## config.mk

```make
export PLATFORM = sky130hd
export DESIGN_NAME = struct_array_packer
export DESIGN_NICKNAME = d
export VERILOG_FILES = /design/src/rtl/struct_array_packer.sv
export SDC_FILE = /design/constraint.sdc
export NUM_CORES = 1
export LEC_CHECK = 0
export BUFFER_PORTS_ARGS = -buffer_cell sky130_fd_sc_hd__buf_2
export CORE_UTILIZATION = 56
export CTS_CLUSTER_DIAMETER = 40
export CTS_CLUSTER_SIZE = 25
export DETAILED_ROUTE_END_ITERATION = 12
export PLACE_DENSITY = 0.84
export SYNTH_ARGS = -nofsm -noshare
export SYNTH_HDL_FRONTEND = slang
export SYNTH_SLANG_ARGS = --single-unit
```

## constraint.sdc

```tcl
create_clock -name clk -period 6.85 [get_ports clk]
set_input_delay 0.3425 -clock clk [delete_from_list [all_inputs] [get_ports clk]]
set_output_delay 0.3425 -clock clk [all_outputs]
set_load 0.02 [all_outputs]
```

## src/rtl/struct_array_packer.sv

```systemverilog
// rtl/struct_array_packer.sv - packs a stream of {a,b,c} records into one DEPTH-entry frame word
//
// Purpose : collects {a,b,c} records over a valid/ready handshake and emits
//           them as one packed frame (entry i at bits [i*ENTRY_W +: ENTRY_W],
//           field a at the entry MSB, field c at the entry LSB).
// Ports   : clk, rst (async, active high)
//           in_valid/in_ready, in_a, in_b, in_c, in_last  - record input
//           out_valid/out_ready, out_data, out_count       - frame output
// Config  : PACKER_DOUBLE_BUF_EN - separate fill and hold buffers so records
//           keep flowing while a finished frame waits for the consumer.
//           Undefined: single buffer with a FILL/HOLD state machine.

module struct_array_packer #(
    parameter  int DEPTH   = 8,
    parameter  int A_W     = 1,
    parameter  int B_W     = 4,
    parameter  int C_W     = 2,
    localparam int ENTRY_W = A_W + B_W + C_W,
    localparam int FRAME_W = DEPTH * ENTRY_W,
    localparam int IDX_W   = $clog2(DEPTH)
) (
    input  logic               clk,
    input  logic               rst,
    input  logic               in_valid,
    output logic               in_ready,
    input  logic [A_W-1:0]     in_a,
    input  logic [B_W-1:0]     in_b,
    input  logic [C_W-1:0]     in_c,
    input  logic               in_last,
    output logic               out_valid,
    input  logic               out_ready,
    output logic [FRAME_W-1:0] out_data,
    output logic [IDX_W:0]     out_count
);

    localparam logic [IDX_W-1:0] LAST_IDX = IDX_W'(DEPTH - 1);

    logic [ENTRY_W-1:0] entry;
    assign entry = {in_a, in_b, in_c};

    // Holds in_ready low until the first edge after reset release.
    logic started_q;

    always_ff @(posedge clk or posedge rst) begin
        if (rst) begin
            started_q <= 1'b0;
        end else begin
            started_q <= 1'b1;
        end
    end

`ifdef PACKER_DOUBLE_BUF_EN

    logic [FRAME_W-1:0] fill_q, fill_d, fill_w;
    logic [IDX_W-1:0]   wr_idx_q, wr_idx_d, idx_w;
    logic               fill_full_q, fill_full_d;
    logic [IDX_W:0]     fill_cnt_q, fill_cnt_d;
    logic [FRAME_W-1:0] hold_q, hold_d;
    logic [IDX_W:0]     hold_cnt_q, hold_cnt_d;
    logic               hold_valid_q, hold_valid_d;
    logic               take, accept, moved, closing;
    logic [IDX_W:0]     cnt_w;

    always_ff @(posedge clk or posedge rst) begin
        if (rst) begin
            fill_q       <= '0;
            wr_idx_q     <= '0;
            fill_full_q  <= 1'b0;
            fill_cnt_q   <= '0;
            hold_q       <= '0;
            hold_cnt_q   <= '0;
            hold_valid_q <= 1'b0;
        end else begin
            fill_q       <= fill_d;
            wr_idx_q     <= wr_idx_d;
            fill_full_q  <= fill_full_d;
            fill_cnt_q   <= fill_cnt_d;
            hold_q       <= hold_d;
            hold_cnt_q   <= hold_cnt_d;
            hold_valid_q <= hold_valid_d;
        end
    end

    always_comb begin
        fill_d       = fill_q;
        wr_idx_d     = wr_idx_q;
        fill_full_d  = fill_full_q;
        fill_cnt_d   = fill_cnt_q;
        hold_d       = hold_q;
        hold_cnt_d   = hold_cnt_q;
        hold_valid_d = hold_valid_q;
        moved        = 1'b0;
        closing      = 1'b0;
        cnt_w        = '0;
        fill_w       = fill_q;
        idx_w        = wr_idx_q;

        take     = hold_valid_q & out_ready;
        // Stall only when both buffers hold finished frames and nothing drains.
        in_ready = started_q & ~(hold_valid_q & ~out_ready & fill_full_q);
        accept   = in_valid & in_ready;

        if (take) begin
            hold_valid_d = 1'b0;
            hold_d       = '0;
            hold_cnt_d   = '0;
        end

        // A completed fill buffer waiting behind hold moves up as hold drains;
        // any record accepted this cycle then starts a fresh frame at slot 0.
        if (fill_full_q && take) begin
            moved        = 1'b1;
            hold_d       = fill_q;
            hold_cnt_d   = fill_cnt_q;
            hold_valid_d = 1'b1;
            fill_full_d  = 1'b0;
            fill_cnt_d   = '0;
            fill_w       = '0;
            idx_w        = '0;
        end

        fill_d   = fill_w;
        wr_idx_d = idx_w;

        if (accept) begin
            fill_w[idx_w*ENTRY_W +: ENTRY_W] = entry;
            closing = in_last | (idx_w == LAST_IDX);
            cnt_w   = (IDX_W+1)'(idx_w) + (IDX_W+1)'(1);
            if (closing) begin
                if ((!hold_valid_q || take) && !moved) begin
                    hold_d       = fill_w;
                    hold_cnt_d   = cnt_w;
                    hold_valid_d = 1'b1;
                    fill_d       = '0;
                    wr_idx_d     = '0;
                end else begin
                    fill_d      = fill_w;
                    fill_full_d = 1'b1;
                    fill_cnt_d  = cnt_w;
                    wr_idx_d    = idx_w;
                end
            end else begin
                fill_d   = fill_w;
                wr_idx_d = idx_w + IDX_W'(1);
            end
        end
    end

    assign out_valid = hold_valid_q;
    assign out_data  = hold_q;
    assign out_count = hold_cnt_q;

`else

    typedef enum logic {FILL, HOLD} state_t;

    state_t             state_q, state_d;
    logic [FRAME_W-1:0] frame_q, frame_d;
    logic [IDX_W-1:0]   wr_idx_q, wr_idx_d;
    logic [IDX_W:0]     cnt_q, cnt_d;
    logic               accept;

    always_ff @(posedge clk or posedge rst) begin
        if (rst) begin
            state_q  <= FILL;
            frame_q  <= '0;
            wr_idx_q <= '0;
            cnt_q    <= '0;
        end else begin
            state_q  <= state_d;
            frame_q  <= frame_d;
            wr_idx_q <= wr_idx_d;
            cnt_q    <= cnt_d;
        end
    end

    always_comb begin
        state_d   = state_q;
        frame_d   = frame_q;
        wr_idx_d  = wr_idx_q;
        cnt_d     = cnt_q;
        in_ready  = 1'b0;
        out_valid = 1'b0;
        accept    = 1'b0;

        case (state_q)
            FILL: begin
                in_ready = started_q;
                accept   = in_valid & started_q;
                if (accept) begin
                    frame_d[wr_idx_q*ENTRY_W +: ENTRY_W] = entry;
                    if (in_last || wr_idx_q == LAST_IDX) begin
                        // Index returns to 0 here so it never passes DEPTH-1.
                        state_d  = HOLD;
                        cnt_d    = (IDX_W+1)'(wr_idx_q) + (IDX_W+1)'(1);
                        wr_idx_d = '0;
                    end else begin
                        wr_idx_d = wr_idx_q + IDX_W'(1);
                    end
                end
            end
            HOLD: begin
                out_valid = 1'b1;
                if (out_ready) begin
                    state_d  = FILL;
                    frame_d  = '0;
                    cnt_d    = '0;
                    wr_idx_d = '0;
                end
            end
            default: state_d = FILL;
        endcase
    end

    assign out_data  = frame_q;
    assign out_count = cnt_q;

`endif

endmodule
```

==> impl_metrics.json, run 1 <==
{
  "status": "complete, no violations",
  "gr-total-overflow": 0,
  "grt_pass1_vias": 1893,
  "synth_seq_cells": 65,
  "ys_warn_count": 0,
  "relSlewSlack_pct": 47.7,
  "period_needed_ps": 2630,
  "fill_cells": 340,
  "rr_worst_depth": 5,
  "ctsRootBufferMaster": "clkbuf_8",
  "cp-end-kind": "flop",
  "postCtsSetupBuffers": 0,
  "drc": 0,
  "grt_pass1_wl_um": 9750,
  "setup_tns_ps": 0,
  "synth-edff-count": 0,
  "routed_wl_um": 6110,
  "die-area_um2": 5190,
  "rrSetupSlack_ps": 4220,
  "syn_area_um2": 2750,
  "area_delta_synth_final_pct": 23.1,
  "reg2reg_to": "out_data[44]",
  "holdWs_ps": 232,
  "finalWeightedCongestion": 0.782,
  "cts_tree": "built",
  "wire_per_inst_um": 17.1,
  "p_leak_nw": 1.80,
  "synth_cell_types": 32,
  "utilization_pct": 71.6,
  "r2r_start": "wr_idx_q[0]",
  "num_antenna_cells": 0,
  "hold_viol_final": 0,
  "via_per_inst": 5.59,
  "endpoint": "out_data[44]",
  "synth_area_leaders": "dfrtp_1 59%, a22o_1 13%, mux2i_1 6.6%",
  "hpwl_um": 3980,
  "drt_iter0_markers": 96,
  "rsz0062_at_grt": "false",
  "start_util_pct": 58.2,
  "ir_drop_uv": 237,
  "die_h_um": 72.0,
  "max_freq_mhz": 381,
  "rows": 25,
  "worst_pin_slew_ps": 784,
  "cts.sinks": 65,
  "setup_viol": 0,
  "hp-class": "input pin to async pin",
  "synth_largest_area_cell": "dfrtp_1",
  "cp-startpoint": "wr_idx_q[0]",
  "crit_type": "flop to flop",
  "powerDensity_nw_per_um2": 288,
  "cts_hold_buf": 0,
  "cts_max_path_buffers": 2,
  "startpoint_type": "flop",
  "cts.clk_slew.worst_paths_ps": 70,
  "grt_use_total_pct": 25.3,
  "chipWidth_um": 72.0,
  "final_common_cell": "buf_2",
  "synth_nets": 227,
  "fin_skew_ps": 11.0,
  "drtAntennaViolNets": 0,
  "nets": 304,
  "slew_violations": 0,
  "dr.pass1.iters": 4,
  "arrival_ps": 2900,
  "maxCapViolCount": 0,
  "fin_crit_sh_pct": 38.3,
  "yosysSeqAreaShare_pct": 59.2,
  "avgSynthCellArea_um2": 13.1,
  "fp.coreArea_um2": 4720,
  "io_buffers": 73,
  "antenna_found_initial": 0,
  "async_flop_share_pct": 100,
  "postCtsResizedCells": 0,
  "num_vias": 2000,
  "io_pins": 74,
  "grt_max_degree": 66,
  "crit_fanout": 14,
  "synthCells": 209,
  "cts_buffers": 9,
  "insertion_delay_ps": 340,
  "layout_common_cells": "73 x buf_2, 65 x dfrtp_1, 42 x a22o_1, 21 x nand2_1, 18 x mux2i_1",
  "critPathRequiredTime_ps": 7120,
  "synth_top_area_share_pct": 59.2,
  "synthFlopType": "dfrtp_1",
  "layout-drive-gt1-share_pct": 33.7,
  "h-tree-depth": 3
}
==> critical path: stages (launching register included) <==
cell       delay [ps]
dfrtp_1           730
inv_1             130
ha_1              500
nand2_1           200
a2111oi_2         720
a22o_1            270
==> layer usage <==
| layer | global-route usage [%] | wire, um |
|---|---|---|
| met1 | 35.1 | 2880 |
| met3 | 6.25 | 245 |
| met2 | 39.8 | 2920 |
| met4 | 7.84 | 70 |
| met5 | 0 | 0 |
==> logic make-up (layout without fill, tap and decap cells) <==
logic type	after synthesis	after routing	share of synthesized area, %
flops	65	65	59.2
simple gates	40	40	8.83
compound gates	56	56	18.6
mux	18	18	6.56
xor+xnor	2	2	0.638
fa+ha+maj	6	6	2.73
other cells	1	1	0.136
buf+inv	21	103	3.28
==> registers in the layout, summed over array words and instances, names as in the netlist <==
| name | flops |
|---|---|
| out_data | 56 |
| out_count | 4 |
| wr_idx_q | 3 |
| started_q | 1 |
| state_q | 1 |
==> Yosys cell counts, types with 3 or more instances <==
cell type,instances
a22o_1,42
a31oi_1,6
clkbuf_1,4
dfrtp_1,65
ha_1,6
inv_1,13
mux2i_1,18
nand2_1,21
nand3_1,5
o41ai_1,3
==> how the worst min path moves through the flow <==
stage            startpoint            to  cells after the start
3_3_place_gp   out_data[46]  out_data[46]                      1
5_1_grt           out_ready       state_q                      2
6_report                rst  out_data[27]                      3
2_1_floorplan       in_last   wr_idx_q[0]                      1
4_1_cts             in_last   wr_idx_q[0]                      2
3_5_place_dp   out_data[15]  out_data[15]                      1
==> metrics by stage <==
stage	worst slack [ps]	std cells	instance area, um2	total power (W)
after floorplan	4260	209	2750	0.000566
after global placement	4320	342	3160	0.000616
after detailed placement	4250	342	3160	0.000621
after CTS	4220	358	3380	0.000982
after global routing	3990	358	3380	0.00102
final	4220	358	3380	0.000975
==> layout make-up <==
class                   instances  area, um2  share of cell area, %
clock inverters                 5       78.8                   2.33
multi-input cells             123       1030                   30.5
well taps                      67       83.8                   2.48
flip-flops and latches         65       1630                   48.1
inverters                      13       48.8                   1.44
clock buffers                  11        141                   4.18
repair buffers                 74        373                   11.0
==> where the power goes <==
| part | switching [W] | leakage (nW) | internal, W |
|---|---|---|---|
| clock network | 0.000146 | 0.113 | 0.000214 |
| logic | 0.000117 | 0.796 | 0.0000572 |
| registers | 0.0000251 | 0.894 | 0.000415 |
| total | 0.000288 | 1.80 | 0.000687 |
(Power assumes the default switching activity.)
==> inputs of run 2 (changes only) <==
CORE_UTILIZATION = 47   (was 56)
PLACE_DENSITY = 0.75   (was 0.84)
clock period = 2.2 ns   (was 6.85 ns; I/O delays follow)
==> run 2 against run 1 <==
  * Design area rose by 1.8%
  * Setup slack got worse by 4100 ps
  * Sequential share of layout area fell by 0.86 points
  * Critical path type unchanged
  * Critical endpoint is now out_data[21]
  * Largest cell class unchanged
  * Highest routed layer unchanged
==> impl_metrics.json, run 2 (same netlist as run 1, synthesis figures left out) <==
{
  "status": "complete, no violations",
  "cts.sinks": 65,
  "dr.pass1.iters": 4,
  "dpl.cell_count": 355,
  "max_stage_delay_ps": 530,
  "max_freq_mhz": 489,
  "drtAntennaViolNets": 0,
  "ir_drop_uv": 593,
  "pre_cts_ws_ps": 180,
  "layout_common_cells": "73 x buf_2, 65 x dfrtp_1, 42 x a22o_1, 21 x nand2_1, 18 x mux2i_1",
  "num_vias": 2075,
  "hpwl_um": 4490,
  "antenna_found_initial": 0,
  "nets": 314,
  "drc": 0,
  "io_buffers": 73,
  "crit_type": "flop to flop",
  "relSlewSlack_pct": 48.9,
  "h-tree-depth": 3,
  "cp-end-kind": "flop",
  "switching_share_pct": 32.5,
  "ctsRootBufferMaster": "clkbuf_8",
  "arrival_ps": 2320,
  "rows": 27,
  "combPwrFrac_pct": 21.2,
  "fp.coreArea_um2": 5570,
  "slew_violations": 0,
  "largest_register_ffs": 56,
  "rrSetupSlack_ps": 150,
  "cp_cell_sequence": "inv_4 -> ha_4 -> or4bb_1 -> nor3_2 -> a22o_1",
  "layout-drive-gt1-share_pct": 36.2,
  "routed-wl-met3_um": 534,
  "cts_tree": "built",
  "chipWidth_um": 78.5,
  "powerDensity_nw_per_um2": 838,
  "cp-startpoint": "wr_idx_q[0]",
  "postCtsSetupBuffers": 0,
  "r2r_start": "wr_idx_q[0]",
  "num_antenna_cells": 0,
  "worst_pin_slew_ps": 761,
  "crit_fanout": 7,
  "grt_max_degree": 33,
  "cts_buffers": 9,
  "die-area_um2": 6160,
  "p_leak_nw": 1.83,
  "maxCapViolCount": 0,
  "period_needed_ps": 2050,
  "wire_per_inst_um": 17.8,
  "holdWs_ps": 24.4,
  "grt_use_total_pct": 23.5,
  "drt_iter0_markers": 107,
  "wl_met1_um": 3140,
  "area_delta_synth_final_pct": 25.4,
  "fin_crit_sh_pct": 93.0,
  "final_cells": 373,
  "cts.clk_slew.worst_paths_ps": 80,
  "grt_pass1_vias": 2006,
  "finalWeightedCongestion": 0.809,
  "final_common_cell": "buf_2",
  "insertion_delay_ps": 340,
  "critical_path.slowest_cell": "or4bb_1",
  "startpoint_type": "flop",
  "setup_slack_ps": 154,
  "power_switching_w": 0.000938,
  "setup_viol": 0,
  "via_per_inst": 5.56,
  "critPathRequiredTime_ps": 2480,
  "highest_layer": "met4",
  "hold_viol_final": 0,
  "routed_wl_um": 6630,
  "io_pins": 74,
  "cts_max_path_buffers": 2,
  "seq_power_share_pct": 46.9,
  "rsz0062_at_grt": "false",
  "p_int_w": 0.00195,
  "pwr-share-clk_pct": 31.9,
  "hp-class": "input pin to flop",
  "p_total_w": 0.00289,
  "start_util_pct": 49.3,
  "fin_skew_ps": 8.19,
  "grt_pass1_wl_um": 10700,
  "min-delay-start": "in_last",
  "gr-total-overflow": 0,
  "wl_met2_um": 2880,
  "die_h_um": 78.5
}
run 2: cell types whose count changed in the layout (fill, tap and decap cells not counted), sizes merged:
cell	before	now
clkbuf	11	10
bufinv	2	0
dlygate4sd3	0	2
inv	13	14
buf	74	82
clkinvlp	0	2
run 2: metrics by stage:
step / utilization (%) / setup TNS (ps) / cell area (um2)
finish: 61.8 / 0 / 3440
floorplan: - / -190 / 2770
CTS: 61.8 / 0 / 3440
detailed placement: 58.2 / 0 / 3240
global route: 61.8 / 0 / 3440
global placement: 58.2 / 0 / 3240
run 2: timing repair:
item,CTS,global route
endpoints found under the hold margin,10,0
hold buffers,2,0
gates resized for setup,0,0
run 2: final cells by class:
type / instances / area (um2)
clock buffer: 10 / 138
inverter: 13 / 51.3
multi-input combinational: 123 / 1040
tap: 72 / 90.1
clock inverter: 6 / 42.5
sequential: 65 / 1630
fill: 444 / 2130
timing repair buffer: 84 / 453
run 2: path summary, 6_finish.rpt:
| kind | end | depth (start not counted) |
|---|---|---|
| setup / recovery | out_data[21] | 5 |
| hold / removal | wr_idx_q[1] | 2 |
| setup reg to reg | out_data[21] | 5 |
| hold reg to reg | out_data[45] | 1 |
| max in group asynchronous | started_q | 4 |
| min in group asynchronous | out_data[42] | 3 |
run 2: metal layers:
metal / up-vias / GRT usage [%]
li1: 947 / -
met1: 1029 / 34.7
met2: 91 / 33.7
met3: 8 / 5.93
met4: 0 / 7.78
met5: - / 0
run 2: power by group through the flow:
stage                     logic (W)  clock network [W]  registers (W)
final                      0.000612           0.000920        0.00135
after global routing       0.000658           0.000990        0.00137
after CTS                  0.000617           0.000934        0.00135
after detailed placement   0.000610                  0        0.00137
after global placement     0.000592                  0        0.00137
after floorplan            0.000298                  0        0.00149
run 2: critical path: cells and delay by family, from the launching register on:
kind	cells	cell delay, ps
simple gates	2	960
flops	1	480
fa+ha+maj	1	260
compound gates	1	220
buf+inv	1	70
